===== src/rtl/com_gesture_ctrl.sv =====
// Turns centre-of-mass samples into debounced rotate commands: classify, hold, fire, cool down, wait for re-centre.
// Command strobe appears one cycle after the sample strobe that completes the hold; no backpressure.
module com_gesture_ctrl #(
    parameter int CENTER_X        = 512,
    parameter int CENTER_Y        = 384,
    parameter int DEAD_ZONE       = 96,
    parameter int HOLD_FRAMES     = 4,
    parameter int COOLDOWN_FRAMES = 16
) (
    input  logic        clk_in,
    input  logic        rst_in,
    input  logic        enable_in,
    input  logic        frame_start_in,
    input  logic        com_valid_in,
    input  logic [10:0] x_com_in,
    input  logic [9:0]  y_com_in,
    output logic [1:0]  rotate_out,
    output logic        rotate_valid_out,
    output logic [2:0]  state_out
);

    typedef enum logic [2:0] {
        S_IDLE        = 3'd0,
        S_ARM         = 3'd1,
        S_FIRE        = 3'd2,
        S_COOLDOWN    = 3'd3,
        S_WAIT_CENTER = 3'd4
    } state_t;

    localparam logic [1:0] DIR_UP    = 2'b00;
    localparam logic [1:0] DIR_DOWN  = 2'b01;
    localparam logic [1:0] DIR_RIGHT = 2'b10;
    localparam logic [1:0] DIR_LEFT  = 2'b11;

    localparam logic [3:0]  LP_HOLD = 4'(HOLD_FRAMES);
    localparam logic [7:0]  LP_CD   = 8'(COOLDOWN_FRAMES);
    localparam logic [11:0] LP_DZ   = 12'(DEAD_ZONE);

    logic [11:0] w_dx;
    logic [10:0] w_dy;
    logic [11:0] w_adx;
    logic [10:0] w_ady;
    logic        w_none;
    logic [1:0]  w_dir;
    logic [3:0]  w_cnt_nxt;
    logic [7:0]  w_cd_nxt;

    state_t      r_state;
    logic [3:0]  r_cnt;
    logic [7:0]  r_cd;
    logic [1:0]  r_cand;
    logic        r_samp_vld;
    logic        r_samp_none;
    logic [1:0]  r_samp_dir;
    logic        r_seen;
    logic [1:0]  r_rot;
    logic        r_rot_vld;

    assign w_dx  = {1'b0, x_com_in} - 12'(CENTER_X);
    assign w_dy  = {1'b0, y_com_in} - 11'(CENTER_Y);
    assign w_adx = w_dx[11] ? (12'd0 - w_dx) : w_dx;
    assign w_ady = w_dy[10] ? (11'd0 - w_dy) : w_dy;
    assign w_none = (w_adx <= LP_DZ) && ({1'b0, w_ady} <= LP_DZ);

    // Ties between |dx| and |dy| go vertical.
    always_comb begin
        w_dir = DIR_DOWN;
        if (w_adx > {1'b0, w_ady}) begin
            w_dir = w_dx[11] ? DIR_LEFT : DIR_RIGHT;
        end else begin
            w_dir = w_dy[10] ? DIR_UP : DIR_DOWN;
        end
    end

    assign w_cnt_nxt = r_cnt + 4'd1;
    assign w_cd_nxt  = r_cd + 8'd1;

    always_ff @(posedge clk_in) begin
        if (rst_in) begin
            r_state     <= S_IDLE;
            r_cnt       <= 4'd0;
            r_cd        <= 8'd0;
            r_cand      <= 2'b00;
            r_samp_vld  <= 1'b0;
            r_samp_none <= 1'b0;
            r_samp_dir  <= 2'b00;
            r_seen      <= 1'b0;
            r_rot       <= 2'b00;
            r_rot_vld   <= 1'b0;
        end else begin
            r_samp_vld  <= com_valid_in;
            r_samp_none <= w_none;
            r_samp_dir  <= w_dir;
            r_rot_vld   <= 1'b0;

            // A strobe coinciding with frame_start belongs to the frame that is ending.
            if (frame_start_in) begin
                r_seen <= 1'b0;
            end else if (r_samp_vld) begin
                r_seen <= 1'b1;
            end

            if (!enable_in) begin
                r_state <= S_IDLE;
                r_cnt   <= 4'd0;
                r_cd    <= 8'd0;
            end else begin
                case (r_state)
                    S_IDLE: begin
                        if (r_samp_vld && !r_samp_none) begin
                            r_cand <= r_samp_dir;
                            r_cnt  <= 4'd1;
                            if (LP_HOLD == 4'd1) begin
                                r_state   <= S_FIRE;
                                r_rot     <= r_samp_dir;
                                r_rot_vld <= 1'b1;
                            end else begin
                                r_state <= S_ARM;
                            end
                        end
                    end
                    S_ARM: begin
                        if (r_samp_vld) begin
                            if (r_samp_none) begin
                                r_state <= S_IDLE;
                                r_cnt   <= 4'd0;
                            end else if (r_samp_dir == r_cand) begin
                                r_cnt <= w_cnt_nxt;
                                if (w_cnt_nxt == LP_HOLD) begin
                                    r_state   <= S_FIRE;
                                    r_rot     <= r_cand;
                                    r_rot_vld <= 1'b1;
                                end
                            end else begin
                                r_cand <= r_samp_dir;
                                r_cnt  <= 4'd1;
                            end
                        end else if (frame_start_in && !r_seen) begin
                            r_state <= S_IDLE;
                            r_cnt   <= 4'd0;
                        end
                    end
                    S_FIRE: begin
                        r_state <= S_COOLDOWN;
                        r_cd    <= 8'd0;
                    end
                    S_COOLDOWN: begin
                        if (frame_start_in) begin
                            r_cd <= w_cd_nxt;
                            if (w_cd_nxt == LP_CD) begin
                                r_state <= S_WAIT_CENTER;
                            end
                        end
                    end
                    S_WAIT_CENTER: begin
                        if (r_samp_vld && r_samp_none) begin
                            r_state <= S_IDLE;
                            r_cnt   <= 4'd0;
                        end
                    end
                    default: begin
                        r_state <= S_IDLE;
                    end
                endcase
            end
        end
    end

    assign rotate_out       = r_rot;
    assign rotate_valid_out = r_rot_vld;
    assign state_out        = r_state;

endmodule


===== config.mk =====
export PLATFORM = sky130hd
export DESIGN_NAME = com_gesture_ctrl
export DESIGN_NICKNAME = d
export VERILOG_FILES = /design/src/rtl/com_gesture_ctrl.sv
export SDC_FILE = /design/constraint.sdc
export NUM_CORES = 1
export LEC_CHECK = 0
export ABC_AREA = 1
export BUFFER_PORTS_ARGS = -buffer_cell sky130_fd_sc_hd__buf_2
export CAP_MARGIN = 5
export CORE_MARGIN = 2
export CORE_UTILIZATION = 45
export DETAILED_ROUTE_END_ITERATION = 8
export GPL_ROUTABILITY_DRIVEN = 0
export PLACE_DENSITY = 0.64
export SLEW_MARGIN = 15
export SYNTH_ARGS = -nofsm -noshare
export SYNTH_HDL_FRONTEND = slang
export SYNTH_SLANG_ARGS = --single-unit

===== constraint.sdc =====
create_clock -name clk_in -period 2.33 [get_ports clk_in]
set_input_delay 0.1165 -clock clk_in [delete_from_list [all_inputs] [get_ports clk_in]]
set_output_delay 0.1165 -clock clk_in [all_outputs]
set_load 0.02 [all_outputs]

# == Yosys cells after proc, flatten, opt, wreduce, memory -nomap -nowiden ==
# Cells that the tools add are included.
# op_classes
eq_ne,17
order_cmp,3
add_sub_neg,6
n_reduce_logical,18
muxes,30
n_bitwise,5
# op_table
cell,count
3-bit 2-to-1 mux,9
4-bit 2-to-1 mux,6
8-bit case mux with 2 select lines,1
3-bit case mux with 5 select lines,1
2-bit inequality test (second input constant),7
12-bit by 11-bit greater-than comparator with 1-bit output,1
12-bit by 7-bit less-or-equal comparator with 1-bit output (second input constant),1
12-bit 2-to-1 mux,1
4-bit case mux with 3 select lines,1
6-bit AND reduction,2
1-bit by 12-bit subtractor with 12-bit output (first input constant),1
11-bit by 10-bit subtractor with 12-bit output (second input constant),1
11-bit by 7-bit less-or-equal comparator with 1-bit output (second input constant),1
11-bit 2-to-1 mux,1
1-bit by 11-bit subtractor with 11-bit output (first input constant),1
10-bit by 9-bit subtractor with 11-bit output (second input constant),1
2-bit 2-to-1 mux,5
8-bit by 1-bit adder with 8-bit output (second input constant),1
8-bit by 5-bit equality test with 1-bit output (second input constant),1
8-bit 2-to-1 mux,1
4-bit inequality test (second input constant),2
7-bit AND reduction,1
3-bit by 2-bit equality test with 1-bit output (second input constant),2
6-bit OR reduction,1
other kinds (17),29
# totals
register_bits,25
out_inout_bits,6

# == Logic depth before layout (Yosys ltp) ==
# depth
word_depth,7
depth_mapped,19

# == Least setup slack after synthesis ==
# No wires, ideal clock.
# synth_path
path_type,input-to-reg
from,in y_com_in[0]
to,reg r_samp_dir[0]
setup_ns,0.115
path_buffers,0
arrival_time_ns,1.763
path_stages,16
setup_slack_ns,0.452
required_ns,2.215
cell_sequence,inv_1 ha_1 nand3_1 o21ai_0 xor2_1 inv_1 ha_1 nand2_1 nor2_1 nand2_1 nand2_1 nand2_1 nand2_1 nand3_1 a21oi_1 nor2_1
# synth_via
elab_chain_len,5
elab_cells_between_ends,6
cone_classes,2 x add/sub; 1 x order compare; 3 x mux
# synth_rtl
item,line_no,text
start: declaration,16,"input logic [9:0] y_com_in,"
10-bit by 9-bit subtractor with 11-bit output *,60,"assign w_dy = {1'b0, y_com_in} - 11'(CENTER_Y);"
1-bit by 11-bit subtractor with 11-bit output,62,assign w_ady = w_dy[10] ? (11'd0 - w_dy) : w_dy;
11-bit 2-to-1 mux,62,
12-bit by 11-bit greater-than comparator with 1-bit output,68,"if (w_adx > {1'b0, w_ady}) begin"
2-bit 2-to-1 mux *,68,
end signal: assignment,93,r_samp_dir <= w_dir;
end: declaration,54,logic [1:0] r_samp_dir;
# Every way passes the cells marked *; elsewhere a longest branch is shown, timed or not.
# A chain may end at the register's enable or synchronous reset.

# == Final worst setup path ==
# layout_path
from,in x_com_in[9]
to,reg r_samp_dir[0]
# layout_via
elab_chain_len,5
elab_cells_between_ends,6
cone_classes,2 x add/sub; 1 x order compare; 3 x mux
# layout_rtl
item,line_no,text
start: declaration,15,"input logic [10:0] x_com_in,"
11-bit by 10-bit subtractor with 12-bit output *,59,"assign w_dx = {1'b0, x_com_in} - 12'(CENTER_X);"
1-bit by 12-bit subtractor with 12-bit output,61,assign w_adx = w_dx[11] ? (12'd0 - w_dx) : w_dx;
12-bit 2-to-1 mux,61,
12-bit by 11-bit greater-than comparator with 1-bit output,68,
2-bit 2-to-1 mux *,68,
# Marks and branches as above.

==> metrics.md <==
| Metric | Value |
|---|---|
| CP arrival | around 2.1 ns |
| Skew-Pair Late Insertion Delay | ~0.27 ns |
| Setup crit end kind | flip-flop |
| Crit Path Class | input port to flip-flop |
| Share of layout cells above drive strength 1 | 17.0% |
| # Max-Cap Violations | 0 |
| Cell row count | 25 |
| Post-CTS setup buffers | 0 |
| CTS tree | built |
| Static Leak | 1.25 nW |
| Syn Inst Count | approximately 370 |
| First-pass DRT Iterations | 4 |
| Mean post-synth cell area | 6.19 um2 |
| Hold Fails Final Rpt | 0 |
| Via density | 4.77 |
| Reg2reg start | r_cd[1]$_SDFFE_PP0P_ |
| Overall global routing resource usage | about a fifth |
| First-pass GRT wire length | 8.67 mm |
| Die area | 5610 um2 |
| VDD IR max | about 0.20 mV |
| # H-tree levels | 1 |
| Final ANT Viol Nets | 0 |
| Setup_tns | 0 ns |
| Initial antenna violation count | 0 |
| Ports | 32 |
| Critical Path Start Type | input port |
| Worst Hold Class | input port to flip-flop |
| Worst Hold Launch | com_valid_in |
| Status | complete, no violations |
| CTS root buffer | clkbuf_8 |
| CP startpoint | x_com_in[9] |
| Setup Viol. Count Final | 0 |
| DRC | 0 |
| Die X | 74.9 um |
| CTS Sinks | 25 |
| Die H | 74.9 um |
| Buffers on Ports | 31 |
| Rel. slew slack | between 60% and 70% |
| Number of global-route vias before repair | 2108 |
| Drt initial violations | 64 |
| Min Hold Slack | between 0.04 and 0.05 ns |
| Max frequency | ~0.52 GHz |
| Worst-path fanout max | 14 |
| Net count, final | 447 |
| Required time of the worst setup path | 2.51 ns |
| Vias after detailed routing | 2234 |
| Final WL | 4.86 mm |
| Clock buffer depth | 2 |
| YS warnings | 0 |
| Fin crit period | about 1.9 ns |
| Fin crit share | 82.1% |
| WL/cell | 10.4 um |
| Synth cell types | 29 |
| Net Count, Synth | 410 |
| Global route overflow | 0 |
| HPWL Detailed | 4.06 mm |
| Initial Util | 47.2% |
| # fillers | 522 |
| Ant diodes | 0 |
| Flop and latch count out of synthesis | 25 |
| CTS buffer count | 3 |
| Sequential area share after synthesis | around 22% |
| Post_cts resized | 0 |
| PwrDens | 392 nW/um2 |
| Core Area | between 4000 and 5000 um2 |
| Slew Limit Fails | 0 |
| Setup Skew | 0.00564 ns |
| Layout Area Growth over Synthesis | 13.4% |
| Pin count of the biggest net entering global routing | 16 |
| RSZ-0062 raised after global routing | no |
| Post-Syn Area | 2260 um2 |
| Worst-Margin Slew | roughly 0.45 ns |
| Reg clk slew, reported paths | 0.09 ns |
| # hold bufs at CTS | 0 |
state kept, by name, summed over array words and instances, names as in the netlist:
register and cells:
r_cd 8, r_cnt 4, state_out 3, r_cand 2, r_samp_dir 2, rotate_out 2
r_samp_none 1, r_samp_vld 1, r_seen 1, rotate_valid_out 1
final timing paths:
check                                            endpoint  slack [ns]  cells past startpoint
worst max-delay path             r_samp_dir[0]$_SDFF_PP0_        0.42                     15
worst min-delay path                r_samp_vld$_SDFF_PP0_        0.05                      3
worst max register to register  state_out[0]$_SDFFE_PP0P_        0.70                     10
worst min register to register      r_cnt[3]$_SDFFE_PP0P_        0.48                      2
layout make-up:
| class | count | area, um2 | share of cell area (%) |
|---|---|---|---|
| sequential | 25 | 500 | 19.5 |
| tap | 67 | 83.8 | 3.27 |
| multi-input combinational | 267 | 1480 | 57.9 |
| inverter | 70 | 263 | 10.2 |
| clock inverter | 1 | 7.51 | 0.293 |
| clock buffer | 3 | 41.3 | 1.61 |
| timing repair buffer | 35 | 185 | 7.22 |
power breakdown:
group | total (mW) | internal (mW) | switching, mW
registers | 0.447 | 0.437 | 0.00942
clock network | 0.266 | 0.121 | 0.145
logic | 0.294 | 0.115 | 0.179
total | 1.01 | 0.673 | 0.333
placed cells by master, fill, tap and decap left out, types with 3 or more instances in the layout:
cell type / instances
nand4_1: 6
o21ai_1: 7
inv_2: 13
inv_1: 56
clkbuf_8: 3
nor2_1: 30
o21ai_0: 12
xor2_1: 9
nor2_4: 5
nand2_1: 92
nand3_1: 32
a21oi_1: 24
nor2_2: 4
dfxtp_1: 25
buf_4: 4
ha_1: 19
buf_2: 31
nor3_1: 7
xnor2_1: 5
stage by stage:
stage | power [mW] | utilization, % | cells | setup slack, ns | area [um2]
2_1_floorplan | 0.669 | - | 365 | 0.452 | 2260
3_3_place_gp | 0.745 | 52.6 | 464 | 0.109 | 2520
3_5_place_dp | 0.750 | 52.6 | 464 | 0.107 | 2520
4_1_cts | 1.02 | 53.6 | 468 | 0.405 | 2560
5_1_grt | 1.09 | 53.6 | 468 | 0.133 | 2560
6_report | 1.01 | 53.6 | 468 | 0.416 | 2560
logic make-up after synthesis:
family	synth area share [%]
buf+inv	12.2
xor+xnor	5.42
simple gates	38.4
compound gates	11.3
fa+ha+maj	10.5
flops	22.1
worst max-delay path, stage by stage:
cell,delay [ns]
buf_2,0.11
inv_1,0.08
ha_1,0.41
o21ai_1,0.15
xnor2_1,0.23
ha_1,0.28
a21o_1,0.16
nor2_1,0.09
nand2_1,0.06
nand2_1,0.06
nand2_1,0.04
nand3_1,0.11
nand3_1,0.08
nand2_1,0.06
nor2_1,0.03
synthesized netlist by cell type, drive strengths merged:
library cell,count,share of area (%)
nand2,93,16
inv,69,11
nor2,39,8.6
nand3,34,8.0
a21oi,25,5.7
dfxtp,25,22
ha,19,11
o21ai,19,4.2
nor3,10,3.4
xor2,9,3.5
nand4,6,1.7
xnor2,5,1.9
a21o,2,0.66
buf,2,0.44
nand3b,2,0.66
or2,2,0.55
a2bb2oi,1,0.39
clkbuf,1,0.17
clkinv,1,0.17
o21bai,1,0.33
layer usage:
| layer | GRT usage (%) | wire, um | vias up | share of wire [%] |
|---|---|---|---|---|
| met1 | 26.6 | 2570 | 963 | 53 |
| met4 | 4.96 | 48 | 0 | 0.99 |
| li1 | - | - | 1232 | - |
| met5 | 0 | 0 | - | 0 |
| met2 | 32.3 | 2090 | 35 | 43 |
| met3 | 3.08 | 144 | 4 | 3.0 |
No activity file was read; power rests on OpenSTA's default activity.
